==> config.mk <==
export PLATFORM = sky130hd
export DESIGN_NAME = vsa_mem_arbiter
export DESIGN_NICKNAME = d
export VERILOG_FILES = /design/src/rtl/vsa_mem_arbiter.sv
export SDC_FILE = /design/constraint.sdc
export NUM_CORES = 1
export LEC_CHECK = 0
export ABC_AREA = 0
export BUFFER_PORTS_ARGS = -buffer_cell sky130_fd_sc_hd__buf_2
export CORE_MARGIN = 3
export CORE_UTILIZATION = 45
export DETAILED_ROUTE_END_ITERATION = 10
export PLACE_DENSITY = 0.85
export SLEW_MARGIN = 20
export SYNTH_ARGS = -nofsm -noshare
export SYNTH_HDL_FRONTEND = slang
export SYNTH_SLANG_ARGS = --single-unit
export TNS_END_PERCENT = 100
==> constraint.sdc <==
create_clock -name clock -period 3.3 [get_ports clock]
set_input_delay 0 -clock clock [delete_from_list [all_inputs] [get_ports clock]]
set_output_delay 0 -clock clock [all_outputs]
set_load 0.02 [all_outputs]
==> src/rtl/vsa_mem_arbiter.sv <==
// vsa_mem_arbiter: shares one single-ported memory between the instruction
// fetch port (IF, read-only) and the data port (D, loads and stores).
// One access is in flight at a time. The memory strobe, the response data and
// the acks are all registered. Ties are broken round-robin, or always in
// favour of IF when FIXED_PRI is set.
module vsa_mem_arbiter #(
    parameter int AW        = 5,
    parameter int DW        = 12,
    parameter int MEM_LAT   = 1,
    parameter int FIXED_PRI = 0
) (
    input  logic          clock,
    input  logic          reset_n,
    input  logic          if_req,
    input  logic [AW-1:0] if_addr,
    output logic          if_ack,
    output logic [DW-1:0] if_rdata,
    input  logic          d_req,
    input  logic          d_wr,
    input  logic [AW-1:0] d_addr,
    input  logic [4:0]    d_wdata,
    output logic          d_ack,
    output logic [4:0]    d_rdata,
    output logic          mem_en,
    output logic          mem_wr,
    output logic [AW-1:0] mem_addr,
    output logic [DW-1:0] mem_wdata,
    input  logic [DW-1:0] mem_rdata,
    output logic          busy
);

    typedef enum logic [1:0] {
        IDLE   = 2'd0,
        ACCESS = 2'd1,
        WAIT   = 2'd2,
        RESP   = 2'd3
    } state_e;

    // Latency counter preload; MEM_LAT is limited to 1..4, so 3 bits suffice.
    localparam logic [2:0] LAT_INIT = 3'(MEM_LAT);

    state_e          state_q, state_d;
    logic [2:0]      cnt_q, cnt_d;
    logic            grant_q, grant_d;         // grantee of the current access: 1 = D port
    logic            wr_q, wr_d;               // current access is a store
    logic            last_d_q, last_d_d;       // round-robin pointer: 1 = D was granted last
    logic            mem_en_q, mem_en_d;
    logic            mem_wr_q, mem_wr_d;
    logic [AW-1:0]   mem_addr_q, mem_addr_d;
    logic [DW-1:0]   mem_wdata_q, mem_wdata_d;
    logic            if_ack_q, if_ack_d;
    logic            d_ack_q, d_ack_d;
    logic [DW-1:0]   if_rdata_q, if_rdata_d;
    logic [4:0]      d_rdata_q, d_rdata_d;
    logic            pick_d;

    // D wins only when it is alone, or on a tie when IF was served last.
    assign pick_d = d_req && (!if_req || ((FIXED_PRI == 0) && !last_d_q));

    // State register; reset drops any access in flight.
    always_ff @(posedge clock or negedge reset_n) begin
        if (!reset_n) begin
            state_q <= IDLE;
        end else begin
            state_q <= state_d;
        end
    end

    // Next-state logic: IDLE -> ACCESS -> WAIT (MEM_LAT cycles) -> RESP -> IDLE.
    always_comb begin
        state_d = state_q;
        case (state_q)
            IDLE:    if (if_req || d_req) state_d = ACCESS;
            ACCESS:  state_d = WAIT;
            WAIT:    if (cnt_q == 3'd1) state_d = RESP;
            RESP:    state_d = IDLE;
            default: state_d = IDLE;
        endcase
    end

    // Output and datapath next values; every output is registered below.
    always_comb begin
        grant_d     = grant_q;
        wr_d        = wr_q;
        last_d_d    = last_d_q;
        cnt_d       = cnt_q;
        mem_en_d    = 1'b0;
        mem_wr_d    = 1'b0;
        mem_addr_d  = mem_addr_q;
        mem_wdata_d = mem_wdata_q;
        if_ack_d    = 1'b0;
        d_ack_d     = 1'b0;
        if_rdata_d  = if_rdata_q;
        d_rdata_d   = d_rdata_q;
        case (state_q)
            IDLE: begin
                if (if_req || d_req) begin
                    // IF is read-only, so d_wr only matters when D is granted.
                    grant_d     = pick_d;
                    wr_d        = pick_d & d_wr;
                    mem_en_d    = 1'b1;
                    mem_wr_d    = pick_d & d_wr;
                    mem_addr_d  = pick_d ? d_addr : if_addr;
                    mem_wdata_d = (pick_d & d_wr) ? {{(DW-5){1'b0}}, d_wdata} : '0;
                end
            end
            ACCESS: begin
                cnt_d = LAT_INIT;
            end
            WAIT: begin
                cnt_d = cnt_q - 3'd1;
                // cnt_q == 1 marks the cycle in which mem_rdata is valid.
                if (cnt_q == 3'd1) begin
                    if (grant_q) begin
                        d_ack_d = 1'b1;
                        if (!wr_q) d_rdata_d = mem_rdata[4:0];
                    end else begin
                        if_ack_d   = 1'b1;
                        if_rdata_d = mem_rdata;
                    end
                end
            end
            RESP: begin
                last_d_d = grant_q;
            end
            default: ;
        endcase
    end

    // Datapath and output registers.
    always_ff @(posedge clock or negedge reset_n) begin
        if (!reset_n) begin
            cnt_q       <= '0;
            grant_q     <= 1'b0;
            wr_q        <= 1'b0;
            last_d_q    <= 1'b1;
            mem_en_q    <= 1'b0;
            mem_wr_q    <= 1'b0;
            mem_addr_q  <= '0;
            mem_wdata_q <= '0;
            if_ack_q    <= 1'b0;
            d_ack_q     <= 1'b0;
            if_rdata_q  <= '0;
            d_rdata_q   <= '0;
        end else begin
            cnt_q       <= cnt_d;
            grant_q     <= grant_d;
            wr_q        <= wr_d;
            last_d_q    <= last_d_d;
            mem_en_q    <= mem_en_d;
            mem_wr_q    <= mem_wr_d;
            mem_addr_q  <= mem_addr_d;
            mem_wdata_q <= mem_wdata_d;
            if_ack_q    <= if_ack_d;
            d_ack_q     <= d_ack_d;
            if_rdata_q  <= if_rdata_d;
            d_rdata_q   <= d_rdata_d;
        end
    end

    assign if_ack    = if_ack_q;
    assign if_rdata  = if_rdata_q;
    assign d_ack     = d_ack_q;
    assign d_rdata   = d_rdata_q;
    assign mem_en    = mem_en_q;
    assign mem_wr    = mem_wr_q;
    assign mem_addr  = mem_addr_q;
    assign mem_wdata = mem_wdata_q;
    assign busy      = (state_q != IDLE);

endmodule

; Yosys cells after proc, flatten, opt, wreduce, memory -nomap -nowiden
; Index checks and enable logic that the tools add are counted.
; W data, S select, Z words.
[totals]
out_inout_bits = 39
inputBits = 32
reg_bits = 46
[classes]
n_bitwise = 3
n_mux = 16
n_eq_ne = 6
n_reduce_logical = 12
addsub = 1
[op_table]
columns = operator, n
row1 = $mux W1, 10
row2 = $mux W5, 2
row3 = $pmux W2 S4, 1
row4 = $pmux W3 S2, 1
row5 = $eq A2 B2 Y1 const B, 2
row6 = $mux W2, 2
row7 = $ne A2 B2 Y1 const B, 2
row8 = $reduce_and A2 Y1, 2
row9 = $reduce_and A4 Y1, 1
row10 = $reduce_bool A2 Y1, 2
row11 = $eq A3 B1 Y1 const B, 1
row12 = $reduce_and A3 Y1, 1
row13 = $sub A3 B1 Y3 const B, 1
row14 = $eq A2 B1 Y1 const B, 1
row15 = $logic_not A1 Y1, 2
row16 = $logic_not A2 Y1, 1
row17 = $logic_or A1 B1 Y1, 2
row18 = $not A1 Y1, 2
row19 = $and A1 B1 Y1, 1
row20 = $logic_and A1 B1 Y1, 1

; Depth between registers and ports, before layout
; Gate-level depths: netlist of run 1.
[depth]
word_depth = 6
mapped_depth = 7
mapped_depth_nobuf = 6

; Worst setup path after synthesis of run 1
; No wires, ideal clock.
[synth_path]
path_type = register -> register
start = reg state_q[0]
end = reg if_rdata_q[10], in the netlist if_rdata[10]
t_required_ns = 3.175
path_slack_ns = 1.681
arrival_ns = 1.495
synth_period_minus_slack_ns = 1.619
setup_time_ns = 0.125
path_stages_with_launch = 7
path_cell_list = dfrtp_1 > inv_1 > ha_1 > nand2_2 > nor3_4 > buf_4 > mux2_2
[synth_between]
elab_chain_cells = 2
[synth_lines]
columns = element, line_no
row1 = "start, declared", 42  ; state_e state_q, state_d;
row2 = "start signal, assigned", 65  ; state_q <= state_d;
row3 = $eq A2 B2 Y1, 95  ; case (state_q)
row4 = $reduce_and A3 Y1 (no line), n/a
row5 = "end signal, assigned", 156  ; if_rdata_q <= if_rdata_d;
row6 = "end, declared", 53  ; logic [DW-1:0] if_rdata_q, if_rdata_d;
; Every way passes these cells.
; A chain may end at the register's enable or synchronous reset.

; Worst setup path after layout of run 1
[layout_path]
start = reg state_q[0]
end = reg if_rdata_q[3], in the netlist if_rdata[3]
; Same word-level chain as after synthesis.

==> out/results.ini, run 1 <==
[synth]
synth_most_common_cell=dfrtp_1
ys.flop_type=dfrtp_1
synth_area_per_cell_um2=13.7
synth_cell_types=27
synth-seq-area-share=0.589
synth-seq-cells=39
synth_area_um2=1660
yosys_warnings=0
syn-instance-count=121
yosys.area.top_type=dfrtp_1
synth_top_area_frac=0.573
synth_commonest_cells=dfrtp_1, mux2_2, buf_4
ys_top_cells_by_area=dfrtp_1, mux2_2, mux2i_1
synth_edf_count=0
async_flop_share=1.00

[setup_path]
worstSetupPathDepth=5
worstPathMaxFanout=13
reg2reg_slack_ns=1.42
worst-path-buf-inv=1
cp_slowest_cell=nor3_4
endpoint_kind=register
r2r_cells=5
cp_top_family=simple AND/OR/NAND/NOR gates
crit_required_ns=3.47
cp_cell_sequence=inv_1 > ha_1 > nand2_2 > nor3_4 > mux2_2
crit_type=register to register
crit_end=if_rdata[3]$_DFFE_PN0P_
cp.arrival_ns=2.05
r2r_end=if_rdata[3]$_DFFE_PN0P_
critPathLaunch=state_q[0]$_DFFE_PN0P_
cp-start-kind=register
regToRegStartpoint=state_q[0]$_DFFE_PN0P_
slowest_delay_ns=0.47

[cts]
cts_root_buf=clkbuf_8
path_clk_slew_ns=0.07
numCtsBuffers=5
cts_buffer_depth=2
htreeDepth=2
cts_resized=0
cts_tree=done
insertion_delay_ns=0.29
cts_sinks=39

[detailed_routing]
dr.pass1.iters=4
vias=1220
drcViolationCount=0
ant_nets=0
routed_wl_um=3410
via_per_inst=4.84
drt_iter0_drc=44
drt-wirelength-per-cell_um=13.5

[floorplan]
dieArea_um2=4450
die_h_um=66.7
start_util=0.482
num_rows=21
ios=71
core_um2=3440
die_w_um=66.7

[global_routing]
grt_pass1_wl_um=5600
grt_usage=0.170
antenna_found_initial=0
grt_pass1_vias=1267
grt_max_degree=40
grt-ovfl-total=0

[final_layout]
antenna_cells=0
nNetsFinal=242
area_growth_pct=35.4
drive_above_1_share=0.456

[timing]
worstMarginPinSlew_ns=0.822
min_period_ns=1.88
fin_skew_ns=0.00805
fmax_mhz=533
final.setup.tns_ns=0
hold_ws_ns=0.0100
setup_viol=0
finalHoldViolations=0
fin_ws_ns=1.42
rsz0062_at_grt=false
maxSlewViolCount=0
period_share=0.569
maxSlewHeadroom=0.452

[flow_run]
cap_viol_max_count=0

[place]
hpwlAfterDp_um=2320
routabilityCongestion=0.783
io_buffers=63
pre_cts_slack_ns=1.42

[hold_path]
min-delay-start=d_addr[2]
hold_class=primary input to register

[pwr]
cellPowerDensity_nw_per_um2=962
ir_worst_vdd_mv=0.475
leakagePower_nw=1.14

[status]
status=finished clean

per-layer routing:
| metal | global-route usage | routed length (um) | vias to the layer above |
|---|---|---|---|
| li1 | - | - | 577 |
| met1 | 0.187 | 1400 | 579 |
| met2 | 0.303 | 1640 | 58 |
| met3 | 0.0540 | 314 | 6 |
| met4 | 0.0609 | 60 | 0 |
| met5 | 0 | 0 | - |
metrics by stage:
stage	power [mW]	instances	util	instance area, um^2
floorplan	1.55	127	-	1680
global placement	1.82	226	0.576	1980
detailed placement	1.85	226	0.576	1980
CTS	2.18	252	0.653	2250
global route	2.32	252	0.653	2250
finish	2.16	252	0.653	2250
cell type report:
type / count / area, um^2
Clock buffer: 6 / 72.6
Clock inverter: 2 / 12.5
Fill cell: 279 / 1190
Inverter: 7 / 26.3
Multi-Input combinational cell: 71 / 606
Sequential cell: 39 / 977
Tap cell: 46 / 57.6
Timing Repair Buffer: 81 / 495
placed cells by master (no fill, tap or decap), types with 5 or more instances in the layout:
| master | instances |
|---|---|
| mux2i_1 | 7 |
| ha_1 | 5 |
| nor2_1 | 6 |
| conb_1 | 7 |
| a22o_1 | 7 |
| dfrtp_1 | 38 |
| inv_1 | 7 |
| dlygate4sd3_1 | 18 |
| a21oi_1 | 6 |
| mux2_2 | 18 |
| clkbuf_8 | 5 |
| buf_2 | 63 |
power by group:
group	internal (mW)	switching, mW
registers	0.711	0.123
clock network	0.147	0.160
logic	0.435	0.586
total	1.29	0.869
worst min path at each step:
stage                                    to  slack (ns)  depth (start not counted)
CTS                 mem_addr[2]$_DFFE_PN0P_       0.006                          3
global placement    if_rdata[2]$_DFFE_PN0P_        0.14                          1
global route        mem_addr[3]$_DFFE_PN0P_        0.03                          3
detailed placement   d_rdata[2]$_DFFE_PN0P_        0.15                          1
finish              mem_addr[2]$_DFFE_PN0P_        0.01                          3
floorplan              cnt_q[0]$_DFFE_PN0P_       -0.30                          0
cell families after synthesis:
family | count (synthesis) | share of synthesized area
buffers and inverters | 17 | 0.0596
and+or+nand+nor | 15 | 0.0649
DFF | 39 | 0.589
adders and majority gates | 5 | 0.0377
muxes | 25 | 0.164
other | 1 | 0.00226
AOI/OAI and AO/OA | 19 | 0.0822
sequential cells by signal, summed over array words and instances (netlist names):
| signal | cells |
|---|---|
| mem_en | 1 |
| mem_wdata | 5 |
| state_q | 2 |
| mem_addr | 5 |
| d_ack | 1 |
| grant_q | 1 |
| cnt_q | 3 |
| d_rdata | 5 |
| if_ack | 1 |
| if_rdata | 12 |
| mem_wr | 1 |
| last_d_q | 1 |
| wr_q | 1 |
worst register-to-register path: stages, from the launching register on:
cell,delay (ns)
dfrtp_1,0.40
inv_1,0.09
ha_1,0.26
nand2_2,0.13
nor3_4,0.47
mux2_2,0.40
timing repair:
item                                   4_1_cts  5_1_grt
hold buffers                                18        0
setup buffers                                0        0
endpoints found under the hold margin       60        0
(Power assumes the default switching activity.)
==> run 2, diff against run 1 <==
--- a/config.mk
+++ b/config.mk
@@ -5,12 +5,12 @@
 export SDC_FILE = /design/constraint.sdc
 export NUM_CORES = 1
 export LEC_CHECK = 0
-export ABC_AREA = 0
+export ABC_AREA = 1
 export BUFFER_PORTS_ARGS = -buffer_cell sky130_fd_sc_hd__buf_2
 export CORE_MARGIN = 3
 export CORE_UTILIZATION = 45
 export DETAILED_ROUTE_END_ITERATION = 10
-export PLACE_DENSITY = 0.85
+export PLACE_DENSITY = 0.84
 export SLEW_MARGIN = 20
 export SYNTH_ARGS = -nofsm -noshare
 export SYNTH_HDL_FRONTEND = slang
==> constraint.sdc (replaced) <==
create_clock -name clock -period 1.9 [get_ports clock]
set_input_delay 0 -clock clock [delete_from_list [all_inputs] [get_ports clock]]
set_output_delay 0 -clock clock [all_outputs]
set_load 0.02 [all_outputs]
==> out/results.ini, run 2 <==
[status]
status=finished clean  ; unchanged

[final_layout]
final_cell_mix=nand2_1, buf_2, dfrtp_1, inv_1, dlygate4sd3_1  ; was buf_2, dfrtp_1, mux2_2, dlygate4sd3_1
layout_commonest_cell=nand2_1  ; was buf_2
n_fill_cell=328  ; was 279
multiInputGateArea_um2=652  ; was 606 um^2
area_growth_pct=33.1  ; was 35.4%
drive_above_1_share=0.286  ; was 0.456
largest_reg_flops=12  ; unchanged
nNetsFinal=326  ; was 242
antenna_cells=0  ; unchanged
seqCellArea_um2=977  ; unchanged

[setup_path]
cp.arrival_ns=1.77  ; was 2.05 ns
crit_type=register to register  ; unchanged
worstPathMaxFanout=13  ; unchanged
cp-start-kind=register  ; unchanged
crit_required_ns=2.12  ; was 3.47 ns
endpoint_kind=register  ; unchanged
critPathLaunch=cnt_q[1]$_DFFE_PN0P_  ; was state_q[0]$_DFFE_PN0P_
regToRegStartpoint=cnt_q[1]$_DFFE_PN0P_  ; was state_q[0]$_DFFE_PN0P_

[synth]
synth_top_area_frac=0.527  ; was 0.573
synth_most_common_cell=nand2_1  ; was dfrtp_1
muxShareOfSynthArea=0.00625  ; was 0.164
synth-xor-area-share=0  ; unchanged
synthSimpleGateAreaFrac=0.273  ; was 0.0649
async_flop_share=1.00  ; unchanged
synth_area_um2=1800  ; was 1660 um^2
synth-seq-area-share=0.542  ; was 0.589
synthAdderAreaFrac=0.0347  ; was 0.0377
yosys_warnings=0  ; unchanged
ys_top_cells_by_area=dfrtp_1, nand2_1, inv_1  ; was dfrtp_1, mux2_2, mux2i_1
synth_top_family_by_area=simple AND/OR/NAND/NOR gates  ; was multiplexers
synth-compound-area-share=0.0326  ; was 0.0822
synth_commonest_cells=nand2_1, dfrtp_1, inv_1  ; was dfrtp_1, mux2_2, buf_4
synth_edf_count=0  ; unchanged
synth_area_per_cell_um2=8.71  ; was 13.7 um^2
ys.flop_type=dfrtp_1  ; unchanged
syn-instance-count=207  ; was 121
synth-seq-cells=39  ; unchanged
yosys.area.top_type=dfrtp_1  ; unchanged
synth_cell_types=22  ; was 27

[place]
hpwlAfterDp_um=2760  ; was 2320 um
routabilityCongestion=0.735  ; was 0.783
io_buffers=63  ; unchanged

[flow_run]
cap_viol_max_count=0  ; unchanged

[floorplan]
die_w_um=69.3  ; was 66.7 um
ios=71  ; unchanged
dieArea_um2=4800  ; was 4450 um^2
start_util=0.478  ; was 0.482
num_rows=22  ; was 21
core_um2=3770  ; was 3440 um^2
die_h_um=69.3  ; was 66.7 um

[global_routing]
grt_pass1_wl_um=6670  ; was 5600 um
grt_usage=0.170  ; about the same
grt_pass1_vias=1504  ; was 1267
grt_max_degree=40  ; unchanged
grt-ovfl-total=0  ; unchanged
antenna_found_initial=0  ; unchanged

[hold_path]
hold_class=primary input to register  ; unchanged
min-delay-start=if_addr[0]  ; was d_addr[2]

[timing]
period_share=0.815  ; was 0.569
min_period_ns=1.55  ; was 1.88 ns
maxSlewHeadroom=0.445  ; was 0.452
worstMarginPinSlew_ns=0.832  ; was 0.822 ns
fin_skew_ns=0.00459  ; was 0.00805 ns
maxSlewViolCount=0  ; unchanged
final.setup.tns_ns=0  ; unchanged
finalHoldViolations=0  ; unchanged
hold_ws_ns=0.0116  ; was 0.0100 ns
setup_viol=0  ; unchanged
fmax_mhz=645  ; was 533 MHz
rsz0062_at_grt=false  ; unchanged

[cts]
path_clk_slew_ns=0.08  ; was 0.07 ns
htreeDepth=2  ; unchanged
cts_buffer_depth=2  ; unchanged
cts_sinks=39  ; unchanged
cts_resized=0  ; unchanged
numCtsBuffers=5  ; unchanged
cts_tree=done  ; unchanged
cts_root_buf=clkbuf_8  ; unchanged
insertion_delay_ns=0.28  ; was 0.29 ns

[detailed_routing]
via_per_inst=4.56  ; was 4.84
drt-wirelength-per-cell_um=11.5  ; was 13.5 um
route.met2.wl_um=1880  ; was 1640 um
dr_wl_met3_um=270  ; was 314 um
ant_nets=0  ; unchanged
route.top_layer_used=met4  ; unchanged
drcViolationCount=0  ; unchanged
vias=1540  ; was 1220
wl_met1_um=1720  ; was 1400 um
drt_iter0_drc=74  ; was 44
routed_wl_um=3890  ; was 3410 um
dr.pass1.iters=4  ; unchanged

[pwr]
cellPowerDensity_nw_per_um2=1660  ; was 962 nW/um^2
ir_worst_vdd_mv=0.724  ; was 0.475 mV
leakagePower_nw=1.40  ; was 1.14 nW

run 2: changes by cell type after synthesis, moves of 6 or more:
cell,change
a21oi_1,-6
a22o_1,-7
inv_1,+17
mux2_2,-17
mux2i_1,-7
nand2_1,+81
nand3_1,+12
run 2: metrics by stage:
step                worst slack (ns)  instances  cell area, um^2  total power [mW]  utilization
floorplan                      0.689        213             1830              2.75            -
global placement               0.471        312             2100              3.21        0.557
detailed placement             0.376        312             2100              3.28        0.557
CTS                            0.333        338             2400              4.03        0.636
global route                   0.177        338             2400              4.31        0.636
finish                         0.351        338             2400              3.99        0.636
run 2: worst max-delay path: stages (launching register included):
cell     delay [ns]
dfrtp_1        0.37
inv_1          0.09
ha_1           0.34
nand3_2        0.27
inv_2          0.25
nand2_1        0.09
nand2_1        0.07
run 2: cells by family after synthesis:
| kind of cell | count (synthesis) |
|---|---|
| flip-flops | 39 |
| AO/OA/AOI/OAI | 11 |
| adder cells (fa/ha/maj) | 5 |
| other | 1 |
| AND/OR/NAND/NOR | 112 |
| multiplexers | 1 |
| buffers and inverters | 38 |
run 2: where the power goes:
part	total [mW]	switching, mW	internal [mW]
registers	1.46	0.228	1.23
logic	1.82	1.20	0.623
clock network	0.707	0.282	0.425
run 2: layer usage:
metal  up-vias  global-route usage
li1        789                   -
met3         2              0.0377
met5         -                   0
met2        62               0.282
met4         0              0.0651
met1       687               0.216
run 2: worst paths after layout:
check	to	slack, ns	depth (start not counted)
worst min-delay path	mem_addr[0]$_DFFE_PN0P_	0.01	5
max in group asynchronous	if_rdata[8]$_DFFE_PN0P_	1.03	2
min in group asynchronous	mem_addr[4]$_DFFE_PN0P_	0.34	2
worst max register to register	if_rdata[8]$_DFFE_PN0P_	0.35	6
worst max-delay path	if_rdata[8]$_DFFE_PN0P_	0.35	6
worst min register to register	d_rdata[0]$_DFFE_PN0P_	0.47	2
run 2: repair_timing:
| action | 4_1_cts | 5_1_grt |
|---|---|---|
| hold buffers | 18 | 0 |
| buffers inserted | 0 | 0 |
| hold endpoints to repair | 60 | 0 |
run 2: final cells by class:
type / count / share of cell area
flip-flops and latches: 39 / 0.407
clock inverters: 2 / 0.0146
repair buffers: 81 / 0.206
multi-input cells: 136 / 0.272
inverters: 26 / 0.0407
clock buffers: 6 / 0.0344
well taps: 48 / 0.0250
